`src/rtl/filtro_ctrl_if.sv`:
```
// ----------------------------------------------------------------------------
// filtro_ctrl_if
//   Control bundle between the biquad sequencer and its datapath.
//   The controller side (master) receives the sample strobe and drives the
//   mux selects, register enables and status flags. The datapath and strobe
//   side (slave) sees the same signals in the opposite direction.
//
//   start    sample strobe (ADC sample-ready)
//   muxS     dato1 select       : 0=fk 1=fk1 2=fk2 3=Uk
//   muxC     coefficient select : 0=-a1 1=-a2 2=b0 3=b2
//   muxZ     addend select      : 0=zero 1=Uk 2=fk 3=yk
//   en1..en4 Y(K), F(K), F(K-1), F(K-2) register loads
//   busy     sequence in progress
//   done     one-cycle pulse, Y(K) holds the new y(k)
//   overrun  sticky flag, start seen while busy (only built with FILTRO_OVERRUN_EN)
// ----------------------------------------------------------------------------
interface filtro_ctrl_if;
    logic       start;
    logic [2:0] muxS;
    logic [1:0] muxC;
    logic [1:0] muxZ;
    logic       en1;
    logic       en2;
    logic       en3;
    logic       en4;
    logic       busy;
    logic       done;
    logic       overrun;

    modport master (
        input  start,
        output muxS, muxC, muxZ, en1, en2, en3, en4, busy, done, overrun
    );

    modport slave (
        output start,
        input  muxS, muxC, muxZ, en1, en2, en3, en4, busy, done, overrun
    );
endinterface

```
`src/rtl/filtro_ctrl.sv`:
```
// ----------------------------------------------------------------------------
// filtro_ctrl
//   Sequencer for the band-pass biquad datapath (resul = dato1*dato2 + dato3).
//   Per sample strobe it walks SHIFT -> F1 -> F2 -> Y1 -> Y2 -> DONE:
//     SHIFT : fk2 <= fk1, fk1 <= fk
//     F1    : fk  <= u  + (-a1)*fk1
//     F2    : fk  <= fk + (-a2)*fk2
//     Y1    : yk  <= b0*fk
//     Y2    : yk  <= yk + b2*fk2
//   Each compute step holds its mux codes for STEP_WAIT+1 cycles; its enable
//   is high only in the last of those cycles.
//
//   Parameters : STEP_WAIT (0..15) extra settle cycles per compute step.
//   Ports      : clk    rising-edge clock
//                reset  asynchronous, active-low
//                bus    filtro_ctrl_if.master (start in, controls/status out)
//   Option     : `define FILTRO_OVERRUN_EN builds the sticky overrun flag;
//                without it overrun is tied low.
// ----------------------------------------------------------------------------
module filtro_ctrl #(
    parameter int unsigned STEP_WAIT = 0
) (
    input  logic          clk,
    input  logic          reset,
    filtro_ctrl_if.master bus
);

    typedef enum logic [2:0] {
        ST_IDLE,
        ST_SHIFT,
        ST_F1,
        ST_F2,
        ST_Y1,
        ST_Y2,
        ST_DONE
    } state_t;

    typedef struct packed {
        logic [2:0] muxS;
        logic [1:0] muxC;
        logic [1:0] muxZ;
        logic       en1;
        logic       en2;
        logic       en3;
        logic       en4;
        logic       busy;
        logic       done;
    } ctrl_t;

    localparam logic [3:0] WAIT_LOAD = 4'(STEP_WAIT);

    state_t     state, state_nxt;
    logic [3:0] cnt, cnt_nxt;
    ctrl_t      ctrl_q;

    // Moore decode of a state; 'last' marks the final cycle of a compute step.
    function automatic ctrl_t decode(input state_t s, input logic last);
        ctrl_t c;
        c = '0;
        c.busy = (s != ST_IDLE);
        case (s)
            ST_SHIFT: begin
                c.en3 = 1'b1;
                c.en4 = 1'b1;
            end
            ST_F1: begin
                c.muxS = 3'd1; c.muxC = 2'd0; c.muxZ = 2'd1;
                c.en2  = last;
            end
            ST_F2: begin
                c.muxS = 3'd2; c.muxC = 2'd1; c.muxZ = 2'd2;
                c.en2  = last;
            end
            ST_Y1: begin
                c.muxS = 3'd0; c.muxC = 2'd2; c.muxZ = 2'd0;
                c.en1  = last;
            end
            ST_Y2: begin
                c.muxS = 3'd2; c.muxC = 2'd3; c.muxZ = 2'd3;
                c.en1  = last;
            end
            ST_DONE: c.done = 1'b1;
            default: ;
        endcase
        return c;
    endfunction

    // NOTE: every variable gets a default before the case so no latch is inferred.
    always_comb begin
        state_nxt = state;
        cnt_nxt   = cnt;
        case (state)
            ST_IDLE:  if (bus.start) state_nxt = ST_SHIFT;
            ST_SHIFT: begin
                state_nxt = ST_F1;
                cnt_nxt   = WAIT_LOAD;
            end
            ST_F1, ST_F2, ST_Y1, ST_Y2: begin
                if (cnt == 4'd0) begin
                    cnt_nxt = WAIT_LOAD;
                    case (state)
                        ST_F1:   state_nxt = ST_F2;
                        ST_F2:   state_nxt = ST_Y1;
                        ST_Y1:   state_nxt = ST_Y2;
                        default: state_nxt = ST_DONE;
                    endcase
                end else begin
                    cnt_nxt = cnt - 4'd1;
                end
            end
            default:  state_nxt = ST_IDLE;
        endcase
    end

    // Outputs are decoded from the next state and registered, so they equal
    // the Moore decode of the state register while coming straight off flops.
    // NOTE: sequential state uses non-blocking assignments so all flops update
    // together on the edge.
    always_ff @(posedge clk or negedge reset) begin
        if (!reset) begin
            state  <= ST_IDLE;
            cnt    <= 4'd0;
            ctrl_q <= '0;
        end else begin
            state  <= state_nxt;
            cnt    <= cnt_nxt;
            ctrl_q <= decode(state_nxt, cnt_nxt == 4'd0);
        end
    end

    assign bus.muxS = ctrl_q.muxS;
    assign bus.muxC = ctrl_q.muxC;
    assign bus.muxZ = ctrl_q.muxZ;
    assign bus.en1  = ctrl_q.en1;
    assign bus.en2  = ctrl_q.en2;
    assign bus.en3  = ctrl_q.en3;
    assign bus.en4  = ctrl_q.en4;
    assign bus.busy = ctrl_q.busy;
    assign bus.done = ctrl_q.done;

`ifdef FILTRO_OVERRUN_EN
    // Sticky: a strobe arriving while busy is dropped but remembered here.
    logic overrun_q;

    always_ff @(posedge clk or negedge reset) begin
        if (!reset) begin
            overrun_q <= 1'b0;
        end else if (bus.start && ctrl_q.busy) begin
            overrun_q <= 1'b1;
        end
    end

    assign bus.overrun = overrun_q;
`else
    assign bus.overrun = 1'b0;
`endif

endmodule

```
`src/flat_wrapper.sv`:
```
// flat-port wrapper written by rule: the top's interface ports become plain ports
module filtro_ctrl_flat 
#(
    parameter int unsigned STEP_WAIT = 0
)
  (clk, reset, bus_start, bus_muxS, bus_muxC, bus_muxZ, bus_en1, bus_en2, bus_en3, bus_en4, bus_busy, bus_done, bus_overrun);
  filtro_ctrl_if bus_i ();
  input  logic clk;
  input  logic reset;
  input wire logic [$bits(bus_i.start)-1:0] bus_start;
  output wire logic [$bits(bus_i.muxS)-1:0] bus_muxS;
  output wire logic [$bits(bus_i.muxC)-1:0] bus_muxC;
  output wire logic [$bits(bus_i.muxZ)-1:0] bus_muxZ;
  output wire logic [$bits(bus_i.en1)-1:0] bus_en1;
  output wire logic [$bits(bus_i.en2)-1:0] bus_en2;
  output wire logic [$bits(bus_i.en3)-1:0] bus_en3;
  output wire logic [$bits(bus_i.en4)-1:0] bus_en4;
  output wire logic [$bits(bus_i.busy)-1:0] bus_busy;
  output wire logic [$bits(bus_i.done)-1:0] bus_done;
  output wire logic [$bits(bus_i.overrun)-1:0] bus_overrun;
  assign bus_i.start = bus_start;
  assign bus_muxS = bus_i.muxS;
  assign bus_muxC = bus_i.muxC;
  assign bus_muxZ = bus_i.muxZ;
  assign bus_en1 = bus_i.en1;
  assign bus_en2 = bus_i.en2;
  assign bus_en3 = bus_i.en3;
  assign bus_en4 = bus_i.en4;
  assign bus_busy = bus_i.busy;
  assign bus_done = bus_i.done;
  assign bus_overrun = bus_i.overrun;
  filtro_ctrl #(.STEP_WAIT(STEP_WAIT)) u_core (.clk(clk), .reset(reset), .bus(bus_i));
endmodule
```
`config.mk`:
```
export PLATFORM = sky130hd
export DESIGN_NAME = filtro_ctrl_flat
export DESIGN_NICKNAME = d
export VERILOG_FILES = /design/src/rtl/filtro_ctrl_if.sv /design/src/rtl/filtro_ctrl.sv /design/src/flat_wrapper.sv
export SDC_FILE = /design/constraint.sdc
export NUM_CORES = 1
export LEC_CHECK = 0
export CORE_AREA = 5 5 47 49
export DETAILED_ROUTE_END_ITERATION = 8
export DIE_AREA = 0 0 52 54
export PLACE_DENSITY = 0.78
export SETUP_SLACK_MARGIN = 0.4
export SLEW_MARGIN = 0
export SYNTH_ARGS = -nofsm -noshare
export SYNTH_HDL_FRONTEND = slang
export SYNTH_SLANG_ARGS = --single-unit
```
`constraint.sdc`:
```
create_clock -name clk -period 3.75 [get_ports clk]
set_clock_uncertainty 0.1 [all_clocks]
set_input_delay 0.75 -clock clk [delete_from_list [all_inputs] [get_ports clk]]
set_output_delay 0.75 -clock clk [all_outputs]
set_load 0.02 [all_outputs]
```
* Yosys cells after proc, flatten, opt, wreduce, memory -nomap -nowiden
Cells that the tools add are included.
** Cells by class
- Add/subtract/negate cells :: 1
- Equality and inequality tests :: 11
- Mux-type cells :: 11
- Reductions and logical operators :: 7
** Operators with widths (number)
- one-hot mux 6 bit (4 select lines) :: 1
- one-hot mux 3 bit (3 select lines) :: 2
- equality test 3 bit (second input constant) :: 5
- equality test 3 x 2 -> 1 bit (second input constant) :: 4
- zero test 4 bit :: 2
- one-hot mux 4 bit (2 select lines) :: 1
- equality test 3 x 1 -> 1 bit (second input constant) :: 2
- 2-to-1 mux 3 bit :: 2
- 2-to-1 mux 4 bit :: 1
- OR reduction 2 bit :: 2
- OR reduction 4 bit :: 1
- subtractor 4 x 1 -> 4 bit (second input constant) :: 1
- zero test 3 bit :: 1
- 2-to-1 mux 1 bit :: 3
- nonzero test 3 bit :: 1
- 2-to-1 mux 2 bit :: 1
** Storage, ports and cells
- Bits in registers :: 19
- Output and inout bits :: 14
- Word-level logic and storage cells :: 41

* Logic depth before layout (Yosys ltp)
Gate-level depths: netlist of run 1.
- Depth in word-level cells :: 7
- Gate-level depth with buffers :: 8

* Worst setup path after synthesis of run 1
Ideal clock, no wire load.
- Kind :: reg2reg
- Start point :: register u_core.cnt[0]
- End point :: register u_core.ctrl_q, in the netlist u_core.bus.en2
- Setup time :: 0.096 ns
- Arrival :: 1.611 ns
- Required time :: 3.554 ns
- Setup slack :: 1.943 ns
- Stages on the path, launching flop included :: 9
- Buffers on the path :: 1
- Cells stage by stage :: dfrtp_1 -> inv_1 -> ha_1 -> or3b_1 -> buf_6 -> nand2_4 -> o21a_1 -> a41oi_1 -> nor4_2
** On the way
- Longest elaborated chain between the ends :: 6
- Elaborated cells between the ends (all ways) :: 11
- Those cells by class :: 1 x add/sub; 2 x eq/ne; 5 x mux; 3 x reduce/logical
** Ends and longest elaborated chain
- start, declared :: RTL line filtro_ctrl.sv:53 : logic [3:0] cnt, cnt_nxt;
- start signal, assigned :: RTL line filtro_ctrl.sv:126 : cnt <= cnt_nxt;
- parallel branches: the longest is 5 deep, another holds subtractor 4 x 1 -> 4 bit
- 2-to-1 mux 1 bit * :: RTL line filtro_ctrl.sv:61 : case (s)
- end signal, assigned :: RTL line filtro_ctrl.sv:127 : ctrl_q <= decode(state_nxt, cnt_nxt == 4'd0);
- end, declared :: RTL line filtro_ctrl.sv:54 : ctrl_t ctrl_q;
Every way passes the cells marked *.

==> metrics.txt, run 1 <==
# TYPE chip_impl_metric gauge
chip_impl_metric{name="cts-htree-levels",unit=""} 1
chip_impl_metric{name="switching_share",unit=""} 0.4410
chip_impl_info{name="cts-root-buf",value="clkbuf_4"} 1
chip_impl_metric{name="start_util",unit=""} 0.4787
chip_impl_metric{name="netSwitchingPower",unit="uW"} 443.7
chip_impl_metric{name="peakVddDrop",unit="mV"} 0.4135
chip_impl_metric{name="grt_usage",unit=""} 0.1361
chip_impl_metric{name="power.static_leakage",unit="nW"} 0.4246
chip_impl_metric{name="finalHoldViolations",unit=""} 0
chip_impl_metric{name="detail_route.wl_per_cell",unit="um"} 13.13
chip_impl_info{name="synthTopCellsByCount",value="dfrtp_1 (16), nand2_1 (11), nor2_1 (8)"} 1
chip_impl_metric{name="numClockSinks",unit=""} 16
chip_impl_metric{name="power.share.clock",unit=""} 0.112
chip_impl_info{name="rsz_0062_raised_after_global_routing",value="no"} 1
chip_impl_metric{name="antenna_found_initial",unit=""} 0
chip_impl_info{name="clock_tree_from_tritoncts",value="built"} 1
chip_impl_metric{name="detail_route.wirelength",unit="um"} 1655
chip_impl_metric{name="post_cts_hold_buffer_count",unit=""} 0
chip_impl_metric{name="place_congestion",unit=""} 0.9274
chip_impl_metric{name="die_w",unit="um"} 52
chip_impl_info{name="synth.area.top_cells",value="dfrtp_1 (46%), nand2_1 (4.7%), buf_4 (4.3%), nor2_1 (3.4%), o21a_1 (2.6%)"} 1
chip_impl_metric{name="diodes",unit=""} 0
chip_impl_metric{name="synthDominantCellAreaShare",unit=""} 0.4591
chip_impl_metric{name="grt_pass1_vias",unit=""} 611
chip_impl_metric{name="grt_remaining_overflow",unit=""} 0
chip_impl_metric{name="detailroute.via_count",unit=""} 658
chip_impl_metric{name="cts_made_buffers",unit=""} 3
chip_impl_info{name="outcome",value="complete, no violations"} 1
chip_impl_metric{name="die_height",unit="um"} 54
chip_impl_metric{name="worstPathBufferInverterCount",unit=""} 1
chip_impl_metric{name="detail_route.first_pass.iterations",unit=""} 6
chip_impl_metric{name="detail_route.drc_violations",unit=""} 0
chip_impl_metric{name="core_region_area",unit="um2"} 1822
chip_impl_info{name="cpLargestDelayFamily",value="buffers and inverters"} 1
chip_impl_metric{name="setup_total_negative_slack",unit="ns"} 0
chip_impl_metric{name="drt_first_iter_violations",unit=""} 16
chip_impl_metric{name="ctsResizeCount",unit=""} 0
chip_impl_metric{name="post_synth.cell_area_avg",unit="um2"} 9.583
chip_impl_metric{name="number_of_enable_flip_flop_cells_after_synthesis",unit=""} 0
chip_impl_info{name="endpoint_kind",value="output port"} 1
chip_impl_metric{name="floorplan.rows",unit=""} 16
chip_impl_metric{name="yosysWarningCount",unit=""} 0
chip_impl_metric{name="grt_pass1_wl",unit="um"} 2829
chip_impl_info{name="worstSetupPathType",value="reg2out"} 1
chip_impl_metric{name="max_clock_freq",unit="MHz"} 473.8
chip_impl_metric{name="seqPwrFrac",unit=""} 0.345
chip_impl_metric{name="clock_latency",unit="ns"} 0.28
chip_impl_info{name="crit_start",value="u_core.bus.muxC[0]"} 1
chip_impl_metric{name="ys_ff_latch",unit=""} 16
chip_impl_metric{name="cts_max_path_bufs",unit=""} 2
chip_impl_info{name="synthFlopType",value="dfrtp_1"} 1
chip_impl_metric{name="synth.lib_cells_used.distinct",unit=""} 39
chip_impl_info{name="crit_path_top_delay_cell",value="clkdlybuf4s50_1"} 1
chip_impl_info{name="crit-reg2reg-launch",value="u_core.cnt[0]"} 1
chip_impl_metric{name="seq_area_frac_synth",unit=""} 0.4591
chip_impl_metric{name="post_synth_instance_area",unit="um2"} 872.1
chip_impl_metric{name="layout.nets",unit=""} 104
chip_impl_metric{name="power.share.combinational",unit=""} 0.543
chip_impl_metric{name="report.final.setup_viol",unit=""} 0
chip_impl_metric{name="post_route_cells_drive_above_1_share",unit=""} 0.1010
chip_impl_metric{name="route.antenna.remaining_nets",unit=""} 0
chip_impl_info{name="critical_path.cell_chain",value="clkdlybuf4s50_1"} 1
chip_impl_metric{name="layout.core_utilization",unit=""} 0.5577
chip_impl_metric{name="total_setup_buffers_inserted_after_cts",unit=""} 0
chip_impl_metric{name="worst_setup_hold_path_clk_slew",unit="ns"} 0.10
chip_impl_metric{name="asyncSetResetFlopFracSynth",unit=""} 1.000
chip_impl_metric{name="portBuffers",unit=""} 14
chip_impl_metric{name="power_density",unit="nW/um2"} 990.4
chip_impl_info{name="setup.worst_path.start_class",value="flip-flop"} 1
chip_impl_metric{name="timing.final.max_slew_violations",unit=""} 0
chip_impl_metric{name="vias_per_cell",unit=""} 5.222
chip_impl_metric{name="areaGrowthSynthToFinish",unit="%"} 16.50
chip_impl_metric{name="crit_fanout",unit=""} 3
chip_impl_metric{name="critPathRequiredTime",unit="ns"} 2.90
chip_impl_metric{name="worst-endpoint-arrival",unit="ns"} 1.26
chip_impl_info{name="hold_path_startpoint",value="u_core.cnt[3]"} 1
chip_impl_info{name="synth_area_leader_cell",value="dfrtp_1"} 1
chip_impl_metric{name="postSynthCellCount",unit=""} 91
chip_impl_metric{name="grt_start_max_net_pins",unit=""} 19
chip_impl_metric{name="boundaryPins",unit=""} 17
chip_impl_metric{name="period_utilization",unit=""} 0.5629
chip_impl_metric{name="die_area",unit="um2"} 2808
chip_impl_metric{name="timing_worst_slew_pin_value",unit="ns"} 0.6906
chip_impl_metric{name="dp_hpwl",unit="um"} 1190
chip_impl_info{name="cell_with_the_most_instances_after_synthesis",value="dfrtp_1"} 1
chip_impl_metric{name="max-slew-margin-rel",unit=""} 0.5381
chip_impl_metric{name="max_cap_violations",unit=""} 0
chip_impl_metric{name="internal_power",unit="uW"} 562.5
chip_impl_info{name="holdCritPathClass",value="reg2reg"} 1
chip_impl_metric{name="slowest_delay",unit="ns"} 0.61
chip_impl_metric{name="period_needed",unit="ns"} 2.111
## layer usage
metal  track usage  wire (um)  vias to the layer above
met4       0.06987         19                        0
li1              -          -                      322
met1        0.1687        758                      317
met2        0.2259        789                       17
met3       0.02493         88                        2
met5             0          0                        -
## logic make-up (layout without fill, tap and decap cells)
family / Yosys count / count (layout) / synth area share
buffers and inverters: 13 / 20 / 0.08896
muxes: 2 / 2 / 0.02439
xor gates and xnor gates: 3 / 3 / 0.03875
adders and majority gates: 1 / 1 / 0.01434
DFF: 16 / 16 / 0.4591
other: 1 / 2 / 0.004300
AOI/OAI and AO/OA: 20 / 20 / 0.1535
and+or+nand+nor: 35 / 35 / 0.2167
## metrics by stage
step                area, um2  hold WS, ns  setup WS [ns]  std cells  power, mW
floorplan               875.8       0.3544          1.943         92     0.7578
global placement        979.7       0.4432          1.837        122     0.8714
detailed placement      979.7       0.4550          1.761        122     0.8910
CTS                      1016       0.4707          1.622        126      1.006
global route             1016       0.5173          1.567        126      1.087
finish                   1016       0.4766          1.639        126      1.006
## area by class of cell
class	count	area (um2)
inverters	2	7.507
well taps	27	33.78
multi-input cells	63	397.9
flip-flops and latches	16	400.4
clock buffers	4	36.28
fillers	158	805.8
repair buffers	14	140.1
## cells in the final DEF, fill, tap and decap left out, types with 2 or more instances in the layout
master           Yosys  layout
o21a_1               3       3
o21ai_1              4       4
clkdlybuf4s50_1      0      14
inv_1                2       2
dfrtp_1             16      16
nand3_1              2       2
a21oi_1              3       3
o21ai_0              3       3
nor2_1               8       8
nor3_1               3       3
nand2b_1             2       2
nand2_1             11      11
conb_1               1       2
clkbuf_4             0       3
## power groups by stage
stage	clock network (mW)	registers, mW	logic [mW]
CTS	0.115	0.344	0.547
global route	0.123	0.361	0.603
global placement	0	0.345	0.527
finish	0.112	0.347	0.547
floorplan	0	0.325	0.433
detailed placement	0	0.348	0.543
## sequential cells by signal (all words and copies together) (netlist names)
| signal | count |
|---|---|
| u_core.cnt | 4 |
| u_core.state | 3 |
| u_core.bus.muxC | 2 |
| u_core.bus.busy | 1 |
| u_core.bus.done | 1 |
| u_core.bus.en1 | 1 |
| u_core.bus.en2 | 1 |
| u_core.bus.en3 | 1 |
| u_core.bus.muxS | 1 |
| u_core.bus.muxZ | 1 |
## path summary, 6_finish.rpt
check                            endpoint  slack [ns]  depth (start not counted)
setup / recovery              bus_muxZ[1]        1.64                          1
hold / removal              u_core.cnt[3]        0.48                          1
setup reg to reg           u_core.bus.en2        1.70                          7
hold reg to reg             u_core.cnt[3]        0.48                          1
max in group asynchronous   u_core.cnt[2]        2.33                          1
min in group asynchronous  u_core.bus.en2        0.78                          1
(Power assumes the default switching activity.)
==> run 2, diff against run 1 <==
- CORE_AREA: 5 5 47 49 -> 5 5 49 51
- DIE_AREA: 0 0 52 54 -> 0 0 54 56
- PLACE_DENSITY: 0.78 -> 0.72
- clock period: 3.75 -> 2.2 ns (I/O delays scaled with it)
==> metrics.txt, run 2 (synthesis results as in run 1) <==
# TYPE chip_impl_metric gauge
chip_impl_metric{name="grt_pass1_vias",unit=""} 702
chip_impl_metric{name="grt_pass1_wl",unit="um"} 3084
chip_impl_metric{name="layout.nets",unit=""} 113
chip_impl_metric{name="worstRegToRegCells",unit=""} 7
chip_impl_metric{name="cts-htree-levels",unit=""} 1
chip_impl_info{name="worstSetupPathType",value="reg2out"} 1
chip_impl_info{name="critical_path.cell_chain",value="clkdlybuf4s50_1"} 1
chip_impl_metric{name="route.antenna.remaining_nets",unit=""} 0
chip_impl_metric{name="vias_per_cell",unit=""} 5.370
chip_impl_info{name="holdCritPathClass",value="in2async"} 1
chip_impl_metric{name="total_number_of_cells_along_the_worst_setup_path",unit=""} 1
chip_impl_metric{name="detail_route.wirelength",unit="um"} 1977
chip_impl_metric{name="dp_hpwl",unit="um"} 1349
chip_impl_metric{name="detail_route.wl_per_cell",unit="um"} 14.64
chip_impl_metric{name="die_w",unit="um"} 54
chip_impl_metric{name="timing.final.max_slew_violations",unit=""} 0
chip_impl_info{name="endpoint_kind",value="output port"} 1
chip_impl_metric{name="grt_remaining_overflow",unit=""} 0
chip_impl_metric{name="antenna_found_initial",unit=""} 0
chip_impl_info{name="crit-reg2reg-launch",value="u_core.cnt[0]"} 1
chip_impl_metric{name="slowest_delay",unit="ns"} 0.60
chip_impl_metric{name="worst_setup_hold_path_clk_slew",unit="ns"} 0.10
chip_impl_metric{name="fin_worst_hold_slack",unit="ns"} 0.3755
chip_impl_metric{name="detail_route.first_pass.iterations",unit=""} 4
chip_impl_info{name="clock_tree_from_tritoncts",value="built"} 1
chip_impl_metric{name="areaGrowthSynthToFinish",unit="%"} 26.54
chip_impl_metric{name="start_util",unit=""} 0.4586
chip_impl_info{name="cts-root-buf",value="clkbuf_4"} 1
chip_impl_metric{name="period_needed",unit="ns"} 1.758
chip_impl_info{name="end_of_the_worst_register_to_register_path",value="u_core.bus.en2"} 1
chip_impl_metric{name="place_congestion",unit=""} 0.9124
chip_impl_metric{name="peakVddDrop",unit="mV"} 0.8117
chip_impl_metric{name="worstPathBufferInverterCount",unit=""} 1
chip_impl_info{name="crit_path_top_delay_cell",value="clkdlybuf4s50_1"} 1
chip_impl_metric{name="max_cap_violations",unit=""} 0
chip_impl_metric{name="drt_first_iter_violations",unit=""} 13
chip_impl_metric{name="regToRegSetupSlack",unit="ns"} 0.45
chip_impl_metric{name="layout.cells.non_filler",unit=""} 135
chip_impl_metric{name="clock_latency",unit="ns"} 0.28
chip_impl_metric{name="floorplan.rows",unit=""} 16
chip_impl_metric{name="post_cts_hold_buffer_count",unit=""} 0
chip_impl_metric{name="numClockSinks",unit=""} 16
chip_impl_metric{name="die_height",unit="um"} 56
chip_impl_metric{name="grt_start_max_net_pins",unit=""} 17
chip_impl_metric{name="power.total",unit="mW"} 1.881
chip_impl_metric{name="finalHoldViolations",unit=""} 0
chip_impl_metric{name="portBuffers",unit=""} 14
chip_impl_info{name="crit_start",value="u_core.bus.muxS[0]"} 1
chip_impl_info{name="rsz_0062_raised_after_global_routing",value="yes"} 1
chip_impl_metric{name="layout.core_utilization",unit=""} 0.5803
chip_impl_metric{name="detail_route.drc_violations",unit=""} 0
chip_impl_metric{name="dp_cells",unit=""} 125
chip_impl_info{name="outcome",value="complete, no violations"} 1
chip_impl_info{name="setup.worst_path.start_class",value="flip-flop"} 1
chip_impl_metric{name="setup_total_negative_slack",unit="ns"} 0
chip_impl_metric{name="critPathRequiredTime",unit="ns"} 1.66
chip_impl_info{name="cpLargestDelayFamily",value="buffers and inverters"} 1
chip_impl_metric{name="period_utilization",unit=""} 0.7993
chip_impl_metric{name="report.final.setup_viol",unit=""} 0
chip_impl_metric{name="grt_usage",unit=""} 0.1383
chip_impl_metric{name="detailroute.via_count",unit=""} 725
chip_impl_metric{name="max_clock_freq",unit="MHz"} 568.7
chip_impl_metric{name="power.static_leakage",unit="nW"} 0.5274
chip_impl_metric{name="power_density",unit="nW/um2"} 1704
chip_impl_metric{name="crit_fanout",unit=""} 1
chip_impl_metric{name="core_region_area",unit="um2"} 1902
chip_impl_metric{name="diodes",unit=""} 0
chip_impl_metric{name="largest_register_ff_count",unit=""} 4
chip_impl_info{name="layout.cells.most_common_list",value="dfrtp_1 (13), nand2_1 (11), buf_4 (9)"} 1
chip_impl_metric{name="boundaryPins",unit=""} 17
chip_impl_metric{name="cts_max_path_bufs",unit=""} 2
chip_impl_metric{name="cts_made_buffers",unit=""} 3
chip_impl_info{name="max_flop_register",value="u_core.cnt"} 1
chip_impl_metric{name="worst-endpoint-arrival",unit="ns"} 1.22
chip_impl_metric{name="post_route_cells_drive_above_1_share",unit=""} 0.2315
chip_impl_info{name="layout.cells.most_common",value="dfrtp_1"} 1
chip_impl_metric{name="die_area",unit="um2"} 3024
==> run 2: cell types whose count changed in the layout (fill, tap and decap cells not counted), moves of 3 or more <==
cell             previous run  this run
buf_4                       0         9
clkdlybuf4s50_1            14         6
dlygate4sd2_1               0         5
dfrtp_1                    16        13
dfrtp_2                     0         3
dlymetal6s2s_1              0         3
==> run 2: repair_timing <==
item	in CTS	in global routing
setup endpoints to repair	8	6
buffers inserted	2	4
gates resized for setup	8	6
pin swaps	0	2
==> run 2: area by class of cell <==
class	count	area (um2)
clock buffers	4	36.28
flip-flops and latches	16	404.1
inverters	2	7.507
repair buffers	23	209.0
well taps	27	33.78
multi-input cells	63	412.9
fillers	169	798.3
==> run 2: where the power goes <==
group          switching [mW]  internal (mW)  leakage [nW]
Clock                  0.0932          0.101        0.0210
Combinational           0.596          0.538         0.309
Sequential              0.133          0.420         0.198
==> run 2: stage by stage <==
stage | setup WS (ns) | instance area (um2)
final | 0.4416 | 1104
after global routing | 0.3451 | 1104
after CTS | 0.4188 | 1062
after detailed placement | 0.2442 | 1005
after global placement | 0.3416 | 1005
after floorplan | 0.4106 | 878.3
==> run 2: worst max path at each step <==
stage	end
6_report	bus_muxS[0]
5_1_grt	u_core.bus.en2
4_1_cts	bus_muxZ[0]
3_5_place_dp	u_core.bus.en2
3_3_place_gp	u_core.bus.en2
2_1_floorplan	u_core.bus.en2
==> run 2: layer usage <==
layer / track usage / up-vias / wire length, um
met5: 0 / - / 0
met1: 0.1517 / 348 / 778
li1: - / 339 / -
met4: 0.07829 / 0 / 38
met3: 0.02681 / 6 / 108
met2: 0.2370 / 32 / 1050
